--- config.mk ---
export PLATFORM = sky130hd
export DESIGN_NAME = vmem_scan_ctrl
export DESIGN_NICKNAME = d
export VERILOG_FILES = /design/src/rtl/vmem_scan_ctrl.sv
export SDC_FILE = /design/constraint.sdc
export NUM_CORES = 1
export LEC_CHECK = 0
export CORE_UTILIZATION = 34
export DETAILED_ROUTE_END_ITERATION = 7
export DONT_BUFFER_PORTS = 1
export GPL_TIMING_DRIVEN = 1
export PLACE_DENSITY = 0.52
export SYNTH_ARGS = -nofsm -noshare
export SYNTH_HDL_FRONTEND = slang
export SYNTH_SLANG_ARGS = --single-unit
--- constraint.sdc ---
create_clock -name CLK -period 3.7 [get_ports CLK]
set_input_delay 0.74 -clock CLK [delete_from_list [all_inputs] [get_ports CLK]]
set_output_delay 0.74 -clock CLK [all_outputs]
set_load 0.05 [all_outputs]
--- src/rtl/vmem_scan_ctrl.sv ---
// Scan controller and port arbiter for the 16-lane vector data memory.
// Sequences burst scans of the image buffer (one vector per beat) and shares
// the single memory port with the CPU vector load/store path.
module vmem_scan_ctrl #(
    parameter int unsigned IMAGE_WIDTH  = 120,
    parameter int unsigned IMAGE_HEIGHT = 120,
    parameter int unsigned LANES        = 16,
    parameter int unsigned CNT_W        = 10,
    parameter int unsigned STARVE_LIMIT = 4
) (
    input  logic             CLK,
    input  logic             RST,
    input  logic             start,
    input  logic             op,
    input  logic [15:0]      base_addr,
    input  logic [CNT_W-1:0] vec_count,
    input  logic             abort,
    input  logic             cpu_req,
    input  logic             cpu_we,
    input  logic [15:0]      cpu_addr,
    output logic             cpu_gnt,
    output logic             rd_valid,
    input  logic             rd_ready,
    input  logic             wr_valid,
    output logic             wr_ready,
    output logic [15:0]      mem_addr,
    output logic             mem_we,
    output logic             mem_sel,
    output logic             busy,
    output logic             done,
    output logic             err,
    output logic [CNT_W-1:0] remaining
);

    localparam int unsigned ImagePixels = IMAGE_WIDTH * IMAGE_HEIGHT;
    localparam int unsigned StarveW     = (STARVE_LIMIT < 1) ? 1 : $clog2(STARVE_LIMIT + 1);

    typedef enum logic [1:0] {
        StIdle,
        StRun,
        StDone
    } state_t;

    state_t             state;
    logic               scan_op;
    logic [15:0]        cur_addr;
    logic [StarveW-1:0] starve_cnt;

    logic        scan_pend;
    logic        cpu_win;
    logic        beat;
    logic [16:0] end_addr;
    logic        start_bad;

    // Start-request bounds check, done in 17 bits so the sum cannot wrap.
    always_comb begin
        end_addr  = {1'b0, base_addr} + (17'(vec_count) * 17'(LANES));
        start_bad = (vec_count == '0) || (end_addr > 17'(ImagePixels));
    end

    // Arbitration and port muxing; RST forces the port to its idle value.
    always_comb begin
        scan_pend = ~scan_op | wr_valid;
        cpu_win   = cpu_req & ~(scan_pend & (starve_cnt == StarveW'(STARVE_LIMIT)));
        cpu_gnt   = 1'b0;
        rd_valid  = 1'b0;
        wr_ready  = 1'b0;
        mem_sel   = 1'b0;
        mem_we    = 1'b0;
        mem_addr  = cpu_addr;
        beat      = 1'b0;
        if (!RST) begin
            unique case (state)
                StIdle, StDone: begin
                    if (cpu_req) begin
                        cpu_gnt = 1'b1;
                        mem_we  = cpu_we;
                    end
                end
                StRun: begin
                    if (cpu_win) begin
                        cpu_gnt = 1'b1;
                        mem_we  = cpu_we;
                    end else if (scan_pend) begin
                        mem_sel  = 1'b1;
                        mem_addr = cur_addr;
                        if (!scan_op) begin
                            rd_valid = 1'b1;
                            beat     = rd_ready;
                        end else begin
                            // scan_pend implies wr_valid for a write scan
                            wr_ready = 1'b1;
                            mem_we   = 1'b1;
                            beat     = 1'b1;
                        end
                    end
                end
                default: ;
            endcase
        end
    end

    // Scan FSM, address/beat counters, starvation counter and status flags.
    always_ff @(posedge CLK) begin
        if (RST) begin
            state      <= StIdle;
            scan_op    <= 1'b0;
            cur_addr   <= '0;
            starve_cnt <= '0;
            busy       <= 1'b0;
            done       <= 1'b0;
            err        <= 1'b0;
            remaining  <= '0;
        end else begin
            unique case (state)
                StIdle: begin
                    if (start) begin
                        scan_op <= op;
                        if (start_bad) begin
                            err <= 1'b1;
                        end else begin
                            err        <= 1'b0;
                            cur_addr   <= base_addr;
                            remaining  <= vec_count;
                            starve_cnt <= '0;
                            busy       <= 1'b1;
                            state      <= StRun;
                        end
                    end
                end
                StRun: begin
                    if (beat) begin
                        cur_addr  <= cur_addr + 16'(LANES);
                        remaining <= remaining - CNT_W'(1);
                    end
                    if (beat || !scan_pend) begin
                        starve_cnt <= '0;
                    end else if (cpu_win) begin
                        starve_cnt <= starve_cnt + StarveW'(1);
                    end
                    // abort wins over completion: no done pulse
                    if (abort) begin
                        busy  <= 1'b0;
                        state <= StIdle;
                    end else if (beat && (remaining == CNT_W'(1))) begin
                        done  <= 1'b1;
                        state <= StDone;
                    end
                end
                StDone: begin
                    busy  <= 1'b0;
                    done  <= 1'b0;
                    state <= StIdle;
                end
                default: state <= StIdle;
            endcase
        end
    end

endmodule

==> results.md, run 1 <==
* Post_cts resized at 0
* Asr flop ratio synth at 0%
* Critical-path top delay cell: sky130_fd_sc_hd__a2111oi_4
* Slew at the pin with the worst max-slew slack at 0.717 ns
* Combinational group share of total power at 31.3%
* Max-Slew Margin vs Limit at 51.9%
* Largest family of logic cells by synthesized area: compound AO/OA/AOI/OAI gates
* Die Outline Area at 9060 sq um
* Starting density of the core at 35.6%
* Critical R2R Launch: state[1]
* Element type at the critical path start: input pin
* Syn_nets at 439
* Clk pin slew, worst setup/hold paths at 0.08 ns
* Via count of the first global-routing pass at 2,564
* Most frequent cell after synthesis: sky130_fd_sc_hd__a21oi_1
* Hold Crit Start: cur_addr[0]
* Total number of nets in the final design at 435
* Max Fclk at 311 MHz
* Category of the worst setup path capture point: flop
* Most used DFF post-synth: sky130_fd_sc_hd__dfxtp_1
* Register bit count reported by yosys at 35
* TritonCTS clock tree: yes
* Antenna violations before repair at 0
* Total routing resource utilization after global routing at 19.5%
* P_int at 750 uW
* Routability congestion estimate at 0.850
* Cell type with the highest aggregate area in the netlist: sky130_fd_sc_hd__dfxtp_1
* Pins Over Slew Limit at 0
* Aggregate routed wire length at 8620 um
* Switching part of the total power at 39.8%
* Antenna Violating Nets Remaining at 0
* Core box area at 8300 sq um
* Later-pin clock latency in the skew report at 0.30 ns
* Max-cap violation count at 0
* Adder-Cell Fraction of Synth Area at 8.73%
* Clock tree root driver cell: sky130_fd_sc_hd__clkbuf_8
* Avg Vias per Cell at 5.93
* Setup repair after global routing missed its margin: no
* Fraction of the mapped netlist area in compound gates at 31.5%
* Critical path data required time at 3.89 ns
* Vertical extent of the die at 95.2 um
* Number of inserted diodes at 0
* Post-route fraction of the period consumed by the critical path at 87.0%
* Sink Count at 35
* Share of the synthesized area in the top cell type at 23.7%
* Setup total negative slack at 0 ns
* Drt drc at 0
* CP cell instances: ha_1 -> fa_1 -> a21o_1 -> a221o_2 -> a2111oi_4 -> o32ai_4 -> o311ai_4 -> buf_12 -> a21oi_1 -> o221a_1
* Overall die width at 95.2 um
* Hold Fails Final Rpt at 0
* Reported leakage power at 0.00112 uW
* Arrival time at the worst endpoint at 3.41 ns
* Cells after Synth at 368
* Hold path cells at 1
* Reg-to-reg critical path endpoint: remaining[3]
* Type of the most critical hold path: reg -> reg
* Share of layout cells above drive strength 1 at 15.6%
* Multi-input logic area at 2090 sq um
* Post-synthesis sequential area ratio at 23.7%
* Terminating pin of the worst hold path: cur_addr[0]
* Part of the total power dissipated in sequential elements at 39.3%
* Mapped Avg Cell Area at 8.02 sq um
* DR WL/cell at 18.3 um
* 1st-pass router iterations at 5
* Maximum single-stage delay on the critical path at 0.41 ns
* Library cells used by synthesis at 65
* Synthesized-area fraction occupied by and/or/nand/nor cells at 20.9%
* Leading cell types by count after synthesis: sky130_fd_sc_hd__a21oi_1 (42), sky130_fd_sc_hd__nand2_1 (36), sky130_fd_sc_hd__dfxtp_1 (35)
* Detailed Route Iter0 Violations at 178
* Critical-path maximum fanout at 28
* Post-synthesis instance area at 2950 sq um
* Clock tree skew after final layout at 0.0120 ns
* Total via count after detailed routing at 2,785
* CTS H-Tree Depth at 2
* Fraction of synthesized area in multiplexers at 7.80%
* Worst vdd rail ir drop at 0.000157 V
* Endpoints failing setup at 0
* Setup fix buffers added after clock tree synthesis at 0
* Fillers at 876
* Largest net degree at the start of global routing at 45
* Quantity of I/O buffers inserted on ports at 0
* First-pass GRT wire length at 13,400 um
* Reg2Reg Depth at 11
* Worst hold-check slack at 0.484 ns
* Leading post-synthesis cells by cell area: sky130_fd_sc_hd__dfxtp_1 (24%), sky130_fd_sc_hd__ha_1 (8.1%), sky130_fd_sc_hd__a21oi_1 (7.1%), sky130_fd_sc_hd__mux2_2 (6.1%), sky130_fd_sc_hd__nand2_1 (4.6%)
* Number of enable-type register cells in the synthesized netlist at 0
* Number of primary I/O pins at 85
* Count of hold buffers inserted by post-cts repair at 0
* Worst setup path category: in -> reg
* Power density over cell area at 390 nW/um^2
* Synthesized-area fraction occupied by xor and xnor cells at 1.48%
* Tmin final at 3.22 ns
* Synthesis-to-finish area growth at 8.35%
* Sw power at 496 uW
* Clock network fraction of design power at 29.3%
* Storage element area at 701 sq um
* Detail Placement HPWL at 6580 um
* Result of the run: completed
* TritonCTS Buffers at 5
* Internal reg-to-reg setup slack at 0.97 ns
* Number of rows created at floorplan at 33
* Max Buffers Root-to-Sink at 2
* Remaining global-route overflow at 0
* Yosys synthesis warning count at 0
-- per-layer routing --
metal	vias to the layer above	GRT usage, %	wire (um)
met5	-	0	0
li1	1368	-	-
met1	1306	24.6	3810
met4	0	5.05	106
met2	98	33.3	4150
met3	13	4.31	555
-- power groups by stage --
stage	Combinational, uW	Clock [uW]	Sequential (uW)
after floorplan	336	0	483
after global placement	388	0	500
after detailed placement	389	0	500
after CTS	390	370	491
after global routing	431	382	495
final	391	365	490
-- worst max-delay path: cells and delay by family --
| kind | cells | cell delay, ns |
|---|---|---|
| buffers and inverters | 1 | 0.22 |
| AOI/OAI and AO/OA | 7 | 1.82 |
| adders and majority gates | 2 | 0.61 |
-- cells in the final DEF (no fill, tap or decap), drive strengths merged, types with 10 or more instances in the layout --
cell,n
nand3,13
a21oi,42
dfxtp,35
mux2,16
o21ai,24
buf,10
ha,19
o32ai,11
inv,16
nor3,20
nor2,19
nand2,36
-- per-stage QoR --
stage,power (uW),setup WS [ns],instances,util (%),area (sq um)
3_5_place_dp,889,0.172,462,37.2,3090
3_3_place_gp,888,0.217,462,37.2,3090
5_1_grt,1310,0.277,470,38.5,3200
4_1_cts,1250,0.498,470,38.5,3200
2_1_floorplan,820,0.0224,368,-,2960
6_report,1250,0.480,470,38.5,3200
-- flip-flops by register name, summed over array words and instances (netlist names) --
register,flops
busy,1
scan_op,1
err,1
done,1
cur_addr,16
remaining,10
starve_cnt,3
state,2
-- worst max-delay path by stage --
| stage | start | end | slack (ns) | cells past startpoint |
|---|---|---|---|---|
| finish | base_addr[4] | remaining[7] | 0.48 | 10 |
| global route | base_addr[4] | cur_addr[3] | 0.28 | 9 |
| CTS | base_addr[4] | cur_addr[1] | 0.50 | 10 |
| detailed placement | base_addr[4] | remaining[7] | 0.17 | 10 |
| global placement | base_addr[4] | busy | 0.22 | 10 |
| floorplan | wr_valid | mem_we | 0.02 | 5 |
-- cells by family (layout without fill, tap and decap cells) --
family,after synthesis,in the layout
simple gates,124,124
fa+ha+maj,20,20
compound gates,125,125
flops,35,35
xor+xnor,5,5
mux,21,21
buf+inv,38,35
-- cell type report --
type	instances	share of cell area [%]
flip-flops and latches	35	21.9
clock inverters	3	1.37
clock buffers	5	2.15
multi-input cells	295	65.3
inverters	17	2.00
repair buffers	10	3.13
well taps	105	4.11
Power figures use the tool's default switching activity.
==> run 2: changes to the inputs <==
--- a/config.mk
+++ b/config.mk
@@ -10,6 +10,7 @@
 export DONT_BUFFER_PORTS = 1
 export GPL_TIMING_DRIVEN = 1
 export PLACE_DENSITY = 0.52
+export SKIP_LAST_GASP = 1
 export SYNTH_ARGS = -nofsm -noshare
 export SYNTH_HDL_FRONTEND = slang
 export SYNTH_SLANG_ARGS = --single-unit
==> results of run 2 <==
Same layout as run 1: the final DEF is identical, and so are final timing and power.
